### src/rtl/riscv_if_fetch_buffer.sv
// riscv_if_fetch_buffer
// Instruction-fetch stage feeding the core's if_* parcel bus. Samples the core's next PC,
// issues a single outstanding aligned parcel read to instruction memory and queues each
// response (data, PC, halfword-valid mask, fault flags) in a small FIFO whose head drives
// the if_parcel* outputs.
//
// Optional feature: define IF_BYPASS_EN to let a response arriving while the FIFO is empty
// drive if_parcel* combinationally in its ack cycle (0-cycle latency). Without it every
// response passes through the FIFO and if_parcel* come from registers only.
//
// Ports
//   clk, rst              clock; synchronous active-high reset
//   if_nxt_pc             next fetch PC from core
//   if_stall_nxt_pc       1 = if_nxt_pc not accepted this cycle
//   if_stall, if_flush    core stall (hold head parcel) / discard queued and in-flight work
//   if_parcel*            head parcel, its PC, per-halfword valid and fault flags
//   mem_req, mem_adr      instruction memory request and parcel-aligned address
//   mem_ack, mem_err, mem_q  read completion, read error and read data
module riscv_if_fetch_buffer #(
    parameter int unsigned XLEN        = 64,
    parameter int unsigned PARCEL_SIZE = 64,
    parameter int unsigned DEPTH       = 4
) (
    input  logic                     clk,
    input  logic                     rst,
    input  logic [XLEN-1:0]          if_nxt_pc,
    output logic                     if_stall_nxt_pc,
    input  logic                     if_stall,
    input  logic                     if_flush,
    output logic [PARCEL_SIZE-1:0]   if_parcel,
    output logic [XLEN-1:0]          if_parcel_pc,
    output logic [PARCEL_SIZE/16-1:0] if_parcel_valid,
    output logic                     if_parcel_misaligned,
    output logic                     if_parcel_page_fault,
    output logic                     mem_req,
    output logic [XLEN-1:0]          mem_adr,
    input  logic                     mem_ack,
    input  logic                     mem_err,
    input  logic [PARCEL_SIZE-1:0]   mem_q
);

    localparam int unsigned PB   = PARCEL_SIZE / 8;
    localparam int unsigned HW   = PARCEL_SIZE / 16;
    localparam int unsigned AW   = $clog2(PB);
    localparam int unsigned PTRW = $clog2(DEPTH);
    localparam int unsigned CW   = PTRW + 1;
    localparam int unsigned CW1  = CW + 1;

    typedef enum logic [1:0] {StIdle, StBusy, StDrop} state_e;

    typedef struct packed {
        logic [PARCEL_SIZE-1:0] data;
        logic [XLEN-1:0]        pc;
        logic [HW-1:0]          mask;
        logic                   misaligned;
        logic                   page_fault;
    } entry_t;

    state_e          state;
    logic            mis_pend;   // misaligned PC accepted last cycle, pushed this cycle
    logic [XLEN-1:0] pc_q;       // PC of the outstanding request / pending misaligned entry

    entry_t          fifo [DEPTH];
    logic [PTRW-1:0] wr_ptr, rd_ptr;
    logic [CW-1:0]   count;

    logic            resp, busy, empty, accept;
    logic            push, pop, push_ack, push_mis, bypass_show, bypass_take;
    logic [CW1-1:0]  credit;
    logic [AW-1:0]   ack_off;
    logic [XLEN-1:0] nxt_adr;
    entry_t          ack_entry, push_entry, out_entry;

    always_comb begin
        resp    = mem_ack | mem_err;
        busy    = (state == StBusy);
        empty   = (count == '0);
        nxt_adr = if_nxt_pc & ~XLEN'(PB - 1);
        // Slots already promised: queued entries, the in-flight read and a pending misaligned push.
        credit  = {1'b0, count} + CW1'(busy) + CW1'(mis_pend);
        if_stall_nxt_pc = rst | if_flush | (state == StDrop) | (busy & ~resp) |
                          (credit >= CW1'(DEPTH));
        accept  = ~if_stall_nxt_pc;

        ack_off            = pc_q[AW-1:0] >> 1;
        ack_entry.data     = mem_err ? '0 : mem_q;
        ack_entry.pc       = pc_q;
        for (int unsigned i = 0; i < HW; i++) begin
            ack_entry.mask[i] = mem_err | (i >= 32'(ack_off));
        end
        ack_entry.misaligned = 1'b0;
        ack_entry.page_fault = mem_err;

`ifdef IF_BYPASS_EN
        bypass_show = empty & busy & resp & ~if_flush;
`else
        bypass_show = 1'b0;
`endif
        bypass_take = bypass_show & ~if_stall;
        push_ack    = busy & resp & ~if_flush & ~bypass_take;
        push_mis    = mis_pend & ~if_flush;
        push        = push_ack | push_mis;
        pop         = ~if_stall & ~empty & ~if_flush;

        if (push_mis) begin
            push_entry.data       = '0;
            push_entry.pc         = pc_q;
            push_entry.mask       = '1;
            push_entry.misaligned = 1'b1;
            push_entry.page_fault = 1'b0;
        end else begin
            push_entry = ack_entry;
        end

        if (bypass_show) begin
            out_entry = ack_entry;
        end else if (!empty) begin
            out_entry = fifo[rd_ptr];
        end else begin
            out_entry = '0;
        end
        if_parcel            = out_entry.data;
        if_parcel_pc         = out_entry.pc;
        if_parcel_valid      = out_entry.mask;
        if_parcel_misaligned = out_entry.misaligned;
        if_parcel_page_fault = out_entry.page_fault;
    end

    // Request FSM with registered memory interface.
    always_ff @(posedge clk) begin
        if (rst) begin
            state    <= StIdle;
            mem_req  <= 1'b0;
            mem_adr  <= '0;
            mis_pend <= 1'b0;
            pc_q     <= '0;
        end else begin
            mis_pend <= accept & if_nxt_pc[0];
            if (accept) pc_q <= if_nxt_pc;
            unique case (state)
                StIdle: begin
                    if (accept && !if_nxt_pc[0]) begin
                        state   <= StBusy;
                        mem_req <= 1'b1;
                        mem_adr <= nxt_adr;
                    end
                end
                StBusy: begin
                    if (resp) begin
                        // Back-to-back fetch: a new aligned PC keeps the request up.
                        if (accept && !if_nxt_pc[0]) begin
                            mem_adr <= nxt_adr;
                        end else begin
                            state   <= StIdle;
                            mem_req <= 1'b0;
                        end
                    end else if (if_flush) begin
                        state <= StDrop;
                    end
                end
                StDrop: begin
                    if (resp) begin
                        state   <= StIdle;
                        mem_req <= 1'b0;
                    end
                end
                default: state <= StIdle;
            endcase
        end
    end

    // FIFO control; flush takes priority over push and pop.
    always_ff @(posedge clk) begin
        if (rst || if_flush) begin
            wr_ptr <= '0;
            rd_ptr <= '0;
            count  <= '0;
        end else begin
            if (push) wr_ptr <= wr_ptr + PTRW'(1);
            if (pop)  rd_ptr <= rd_ptr + PTRW'(1);
            if (push && !pop)      count <= count + CW'(1);
            else if (!push && pop) count <= count - CW'(1);
        end
    end

    always_ff @(posedge clk) begin
        if (push) fifo[wr_ptr] <= push_entry;
    end

endmodule

### config.mk
export PLATFORM = sky130hd
export DESIGN_NAME = riscv_if_fetch_buffer
export DESIGN_NICKNAME = d
export VERILOG_FILES = /design/src/rtl/riscv_if_fetch_buffer.sv
export SDC_FILE = /design/constraint.sdc
export NUM_CORES = 1
export LEC_CHECK = 0
export ABC_AREA = 1
export CELL_PAD_IN_SITES_DETAIL_PLACEMENT = 0
export CELL_PAD_IN_SITES_GLOBAL_PLACEMENT = 1
export CORE_AREA = 3 3 230 255
export CTS_BUF_LIST = sky130_fd_sc_hd__clkbuf_16
export CTS_CLUSTER_DIAMETER = 80
export DETAILED_ROUTE_END_ITERATION = 10
export DIE_AREA = 0 0 233 258
export PLACE_DENSITY_LB_ADDON = 0.1
export SYNTH_ARGS = -nofsm -noshare
export SYNTH_HDL_FRONTEND = slang
export SYNTH_SLANG_ARGS = --single-unit
### constraint.sdc
create_clock -name clk -period 25.3 [get_ports clk]
set_input_delay 5.06 -clock clk [delete_from_list [all_inputs] [get_ports clk]]
set_output_delay 5.06 -clock clk [all_outputs]
set_load 0.005 [all_outputs]
Word level (Yosys, flattened, before mapping)
Memories as Yosys holds them, arrays and structs flattened. A register that Yosys moved wholly into a read port is not among the register bits.
Cells that the tools add are included.
{"block": "totals", "ramBits": 536, "out_inout_bits": 200, "regBits": 139, "wordCells": 88, "mem_count": 1, "in_bits": 134}
{"block": "op_classes", "muxes": 23, "n_lt_le_gt_ge": 5, "bitwise_logic": 22, "eq_ne": 8, "add_sub_neg": 6, "reduce_logical": 15}
{"memory": "fifo", "words": 4, "width": 134, "read_ports": 1, "rd_clocked_by_memory_dff": 1, "wr": 1, "line_no": "63", "text": "entry_t fifo [DEPTH];"}
{"operator": "$mux W134", "count": 2}
{"operator": "$mux W64", "count": 3}
{"operator": "$pmux W64 S2", "count": 1}
{"operator": "$mux W2", "count": 7}
{"operator": "$or A1 B1 Y1", "count": 10}
{"operator": "$ne A2 B2 Y1 const B", "count": 4}
{"operator": "$and A1 B1 Y1", "count": 7}
{"operator": "$mux W1", "count": 6}
{"operator": "$mux W3", "count": 2}
{"operator": "$ne A3 B3 Y1 const B", "count": 2}
{"operator": "$pmux W2 S3", "count": 1}
{"operator": "$not A1 Y1", "count": 5}
{"operator": "$reduce_and A5 Y1", "count": 1}
{"operator": "$add A2 B1 Y2 const B", "count": 2}
{"operator": "$add A3 B1 Y4", "count": 1}
{"operator": "$add A4 B1 Y4", "count": 1}
{"operator": "$ge A1 B2 Y1 const A", "count": 2}
{"operator": "$ge A2 B2 Y1 const A", "count": 2}
{"operator": "$ge A4 B3 Y1 const B", "count": 1}
{"operator": "$reduce_and A4 Y1", "count": 1}
{"operator": "$reduce_bool A2 Y1", "count": 2}
{"operator": "$add A3 B1 Y3 const B", "count": 1}
{"operator": "$logic_and A1 B1 Y1", "count": 3}
{"operator": "$logic_not A1 Y1", "count": 3}
{"operator": "other kinds (9)", "count": 9}

Logic depth before layout (Yosys ltp)
Gate-level depths: netlist of run 1.
{"block": "depth", "ltp_word": 10, "mapped_depth": 13}

Least setup slack after synthesis of run 1
No wires, ideal clock.
{"block": "synth_timing", "path_kind": "input -> register", "start": "in mem_ack", "end": "mem fifo[0][0] in the netlist's numbering (enable)", "arrival_time_ps": 11050, "setup_slack_ps": 13622, "cell_stages": 6, "setup_ps": 627, "path_cell_list": "inv_1 nand2_1 nand2_1 nand2_1 nand2_1 nor2_1"}
{"block": "synth_via", "elab_chain_len": 6}
{"element": "start: declaration", "line_no": "37", "text": "input logic mem_ack,"}
{"element": "$or A1 B1 Y1", "line_no": "75", "text": "resp = mem_ack | mem_err;"}
{"element": "$and A1 B1 Y1 (2 in series)", "line_no": "100", "text": "push_ack = busy & resp & ~if_flush & ~bypass_take;"}
{"element": "$or A1 B1 Y1", "line_no": "102", "text": "push = push_ack | push_mis;"}
{"element": "$mux W1", "line_no": "187", "text": "if (push) fifo[wr_ptr] <= push_entry;"}
{"element": "$mux W1 (implied by the code)", "line_no": "187"}
{"element": "end: declaration", "line_no": "63"}
Every way passes these cells.

Worst setup path after layout of run 1
{"block": "layout_timing", "start": "in if_flush", "end": "out if_stall_nxt_pc"}
{"block": "layout_via", "elab_chain_len": 4}
{"element": "start: declaration", "line_no": "29", "text": "input logic if_flush,"}
{"element": "$or A1 B1 Y1 (4 in series)", "line_no": "81", "text": "if_stall_nxt_pc = rst | if_flush | (state == StDrop) | (busy & ~resp) |"}
{"element": "end: declaration", "line_no": "27", "text": "output logic if_stall_nxt_pc,"}
Every way passes these cells.

==> results of run 1 <==
## path summary, 6_finish.rpt
kind,to,depth (start not counted)
setup / recovery,if_stall_nxt_pc,7
hold / removal,mem_adr[23]$_SDFFE_PP0P_,2
setup reg to reg,fifo[3][51]$_DFFE_PP_,8
hold reg to reg,mem_adr[23]$_SDFFE_PP0P_,2
## cells by family (layout without fill, tap and decap cells)
family | count (synthesis) | count (layout)
AOI/OAI and AO/OA | 543 | 543
DFF | 670 | 670
adders and majority gates | 11 | 11
and+or+nand+nor | 958 | 958
buffers and inverters | 200 | 500
other | 1 | 5
## power groups by stage
stage	clock network [W]	registers [W]	logic [W]
floorplan	0	0.00131	0.000191
global route	0.00100	0.00130	0.000414
finish	0.000934	0.00129	0.000374
global placement	0	0.00131	0.000375
detailed placement	0	0.00131	0.000378
CTS	0.000957	0.00129	0.000380
## cell usage after synthesis, types with 2 or more instances
master | count | area [um2]
buf_1 | 11 | 41.3
buf_4 | 6 | 45.0
edfxtp_1 | 532 | 16000
nand3_1 | 126 | 631
a21oi_1 | 266 | 1330
inv_2 | 3 | 11.3
buf_6 | 12 | 135
dfxtp_1 | 138 | 2760
nor2_4 | 2 | 22.5
clkbuf_1 | 94 | 353
o21ai_1 | 6 | 30.0
o21ai_0 | 268 | 1340
buf_2 | 49 | 245
nor2_1 | 613 | 2300
nand2_1 | 209 | 785
ha_1 | 10 | 125
inv_1 | 24 | 90.1
## registers in the layout, summed over array words and instances, names as in the netlist, named ones only
register and flops:
mem_adr 61, mem_req 1, rd_ptr 2, mis_pend 1
count 3, fifo 532, state 2, pc_q 64
wr_ptr 2
## critical path: stages
cell	delay, ns
clkdlybuf4s50_1	0.58
nor2_8	0.22
nand2_2	0.08
nor2_4	0.11
buf_4	0.64
nand2_2	0.13
clkdlybuf4s50_1	0.49
## area by class of cell
| type | count | area, um2 | area share |
|---|---|---|---|
| antenna | 2 | 5.00 | 0.000156 |
| clock buffer | 72 | 1800 | 0.0561 |
| clock inverter | 45 | 267 | 0.00830 |
| inverter | 28 | 115 | 0.00359 |
| multi-input combinational | 1515 | 6750 | 0.210 |
| sequential | 670 | 18700 | 0.584 |
| tap | 744 | 931 | 0.0290 |
| timing repair buffer | 355 | 3490 | 0.109 |
## per-stage QoR
step / cell area [um2] / setup slack, ns / cells
6_report: 32100 / 12.92 / 3431
5_1_grt: 32100 / 12.78 / 3431
4_1_cts: 32100 / 12.88 / 3429
3_5_place_dp: 30000 / 12.90 / 3312
3_3_place_gp: 30000 / 12.92 / 3312
2_1_floorplan: 26400 / 13.62 / 2385
## layer usage
metal | track usage | vias to the layer above
li1 | - | 8772
met3 | 0.0558 | 107
met2 | 0.371 | 520
met4 | 0.0849 | 0
met5 | 0 | -
met1 | 0.288 | 8799
==> impl_metrics.tcl, run 1 <==
set metrics [dict create \
    outcome "completed" \
    period_share 0.489 \
    regToRegStartpoint "state[1]$_SDFFE_PP0P_" \
    clock_skew_ns 0.0200 \
    p_seq_frac 0.496 \
    avgSynthCellArea_um2 11.1 \
    final_core_util 0.572 \
    cts_buffers 69 \
    finalSetupViolCount 0 \
    syn_area_um2 26400 \
    p_sw_w 0.000651 \
    p_int_w 0.00195 \
    die_y_um 258 \
    drive_gt1_frac 0.0503 \
    crit_type "input pin to primary output" \
    wl_met2_mm 32.7 \
    yosys.area_share.simple 0.145 \
    antenna_found_initial 2 \
    start_kind "input pin" \
    min_period_ns 12.38 \
    synth_xor_xnor_area_share 0 \
    worstMarginPinSlew_ns 1.17 \
    synth_warnings 0 \
    peakVddDrop_v 0.0000492 \
    finalSetupTns_ns 0 \
    via_count 18200 \
    cts_resized 0 \
    clkTransAtPathRegs_ns 0.06 \
    cts_sinks 670 \
    relSlewSlack 0.220 \
    finalPower_w 0.00260 \
    ys_types 31 \
    r2r_setup_slack_ns 21.04 \
    synth_seq_cells 670 \
    gp_congestion 0.777 \
    drcViolationCount 0 \
    cp_max_fo 66 \
    end_kind "primary output" \
    die_x_um 233 \
    wire_per_inst_um 20.0 \
    cp-startpoint "if_flush" \
    yosys_most_used_dff "edfxtp_1" \
    fmax_ghz 0.0808 \
    min_path_type "flip-flop to flip-flop" \
    wirelength_mm 68.6 \
    cp.required_ns 20.24 \
    cts_buffer_depth 3 \
    drt-initial-drc-count 1102 \
    htree_num_levels 3 \
    overflow 0 \
    hpwl_mm 37.6 \
    dr.pass1.iters 5 \
    rsz0062_at_grt "no" \
    power_frac_comb 0.144 \
    leakagePower_nw 10.9 \
    io_pins 334 \
    die_area_um2 60100 \
    wl_met1_mm 28.9 \
    synth.area.mux_share 0 \
    fin_nets 2784 \
    std_cell_rows 91 \
    drv_cap 0 \
    area_growth_pct 21.8 \
    hold_buffers 0 \
    root_buffer "clkbuf_16" \
    worstSkewPairLatency_ns 0.58 \
    hold_viol 0 \
    hold_slack_ns 0.462 \
    synth_edf_count 532 \
    final_cell_mix "nor2_1, edfxtp_1, clkdlybuf4s50_1, o21ai_0, a21oi_1" \
    initial_utilization 0.470 \
    clkPwrFrac 0.359 \
    io_buffers 330 \
    critPathArrivalTime_ns 7.32 \
    fill_cells 4744 \
    final_common_cell "nor2_1" \
    synthCells 2383 \
    worstHoldStart "mem_adr[23]$_SDFFE_PP0P_" \
    avgViaCountPerCell 5.30 \
    grt_usage 0.225 \
    grt_max_degree 178 \
    drv_slew 0 \
    post_cts_buffers 0 \
    routed.top_layer "met4" \
    synthAdderAreaFrac 0.00551 \
    seq_area_frac_synth 0.711 \
    async_flop_share 0 \
    synth_compound_area_frac 0.103 \
    grt_first_pass_wirelength_mm 104 \
    ant_nets 0 \
    grt_pass1_vias 18100 \
    cts_tree "built" \
    swShare 0.251 \
    power.density_nw_per_um2 80.9 \
    synth_top_family_by_area "simple AND/OR/NAND/NOR gates" \
    wl_met3_mm 4.98 \
    core_area_um2 56100 \
]
Note: power is estimated with default switching activity, not from simulation.
==> inputs of run 2 (changes only) <==
CORE_AREA = 3 3 249 276   (was 3 3 230 255)
DIE_AREA = 0 0 252 279   (was 0 0 233 258)
clock period = 10.23 ns   (was 25.3 ns; I/O delays follow)
==> run 2 against run 1 <==
Clock skew is 0.0030 ns lower. Via count rose by 0.36%. Worst hold slack improved by 0.0011 ns. Critical path type unchanged. Wire length grew 5.5%. Core utilization decreased by 8.3 points. Highest routed layer unchanged. Critical endpoint unchanged. Non-clock buffer count decreased by 5. Total power increased to 2.5 times the previous value. Register-to-register slack got worse by 14 ns. Die area rose by 17%.
==> impl_metrics.tcl, run 2 (synthesis results as in run 1) <==
set metrics [dict create \
    outcome "completed" \
    post_cts_buffers 0 \
    area_growth_pct 22.8 \
    wire_per_inst_um 20.4 \
    cts_buffer_depth 3 \
    hold_slack_ns 0.463 \
    worstSkewPairLatency_ns 0.60 \
    drive_gt1_frac 0.0505 \
    finalSetupViolCount 0 \
    antenna_found_initial 0 \
    root_buffer "clkbuf_16" \
    swShare 0.261 \
    grt_max_degree 227 \
    std_cell_rows 99 \
    cts_tree "built" \
    cts_sinks 670 \
    start_kind "input pin" \
    avgViaCountPerCell 5.14 \
    worstMarginPinSlew_ns 1.24 \
    busiest_layer "met2" \
    p_seq_frac 0.490 \
    top_regs "fifo (532), pc_q (64), mem_adr (61)" \
    drv_slew 0 \
    ant_nets 0 \
    place_area_um2 30200 \
    clkPwrFrac 0.366 \
    clock_skew_ns 0.0170 \
    insertedDiodeCount 0 \
    die_y_um 279 \
    final_common_cell "nor2_1" \
    largest_reg_flops 532 \
    leakagePower_nw 11.0 \
    drt-initial-drc-count 1143 \
    critPathArrivalTime_ns 4.34 \
    io_buffers 330 \
    use_met3 0.0419 \
    hpwl_mm 38.1 \
    cts_buffers 72 \
    drcViolationCount 0 \
    fmax_ghz 0.157 \
    grt_util_met2 0.345 \
    min_path_type "flip-flop to flip-flop" \
    largest-register "fifo" \
    grt_use_met1 0.268 \
    core_area_um2 66100 \
    die_area_um2 70300 \
    hold_viol 0 \
    cp.required_ns 8.18 \
    crit_type "input pin to primary output" \
    peakVddDrop_v 0.000143 \
    fin_nets 2782 \
    power_frac_comb 0.144 \
    hold_buffers 0 \
    p_sw_w 0.00170 \
    grt_pass1_vias 18200 \
    p_int_w 0.00481 \
    io_pins 334 \
    htree_num_levels 3 \
    overflow 0 \
    place_inst 3421 \
    fin_cells 3553 \
    min_period_ns 6.39 \
    power.density_nw_per_um2 201 \
    finalPower_w 0.00651 \
    fin_area_um2 32400 \
    grt_usage 0.203 \
    die_x_um 252 \
    initial_utilization 0.398 \
    rsz0062_at_grt "no" \
    end_kind "primary output" \
    cp_max_fo 66 \
    period_share 0.625 \
    relSlewSlack 0.175 \
    final_cell_mix "nor2_1, edfxtp_1, clkdlybuf4s50_1, o21ai_0, a21oi_1" \
    gp_congestion 0.724 \
    dr.pass1.iters 5 \
    grt_first_pass_wirelength_mm 110 \
    via_count 18300 \
    clkTransAtPathRegs_ns 0.06 \
    cts_resized 0 \
    finalSetupTns_ns 0 \
    drv_cap 0 \
    wirelength_mm 72.4 \
]
[run 2: stage by stage]
step / utilization / setup slack (ns)
6_report: 0.489 / 3.84
5_1_grt: 0.489 / 3.62
4_1_cts: 0.489 / 3.79
3_5_place_dp: 0.457 / 3.79
3_3_place_gp: 0.457 / 3.83
2_1_floorplan: - / 1.57
[run 2: path summary, 6_finish.rpt]
| check | startpoint | to | slack (ns) | cells after the start |
|---|---|---|---|---|
| hold / removal | mem_adr[15]$_SDFFE_PP0P_ | mem_adr[15]$_SDFFE_PP0P_ | 0.46 | 2 |
| setup / recovery | if_flush | if_stall_nxt_pc | 3.84 | 7 |
| setup reg to reg | state[0]$_SDFFE_PP0P_ | mem_adr[41]$_SDFFE_PP0P_ | 6.63 | 11 |
| hold reg to reg | mem_adr[15]$_SDFFE_PP0P_ | mem_adr[15]$_SDFFE_PP0P_ | 0.46 | 2 |
[run 2: metal layers]
metal | wire (um) | vias up
met2 | 35200 | 504
li1 | - | 8770
met5 | 0 | -
met1 | 31500 | 8902
met4 | 1270 | 0
met3 | 4370 | 88
[run 2: area by class of cell]
class                           count  area (um2)
Clock inverter                     60         350
Sequential cell                   670       18700
Multi-Input combinational cell   1515        6750
Tap cell                          858        1070
Inverter                           28         118
Clock buffer                       72        1800
Timing Repair Buffer              350        3510
Fill cell                        6007       33800
[run 2: power by group through the flow]
stage | registers [W] | clock network [W] | logic [W]
detailed placement | 0.00325 | 0 | 0.000957
finish | 0.00319 | 0.00238 | 0.000940
global placement | 0.00324 | 0 | 0.000954
floorplan | 0.00325 | 0 | 0.000473
global route | 0.00320 | 0.00256 | 0.00104
CTS | 0.00319 | 0.00245 | 0.000961
[run 2: worst max-delay path, cell delays in order]
cell and delay [ns]:
clkdlybuf4s50_1 0.59, nor2_8 0.23, nand2_2 0.08, nor2_4 0.09
buf_4 0.69, nand2_2 0.10, clkdlybuf4s50_1 0.49
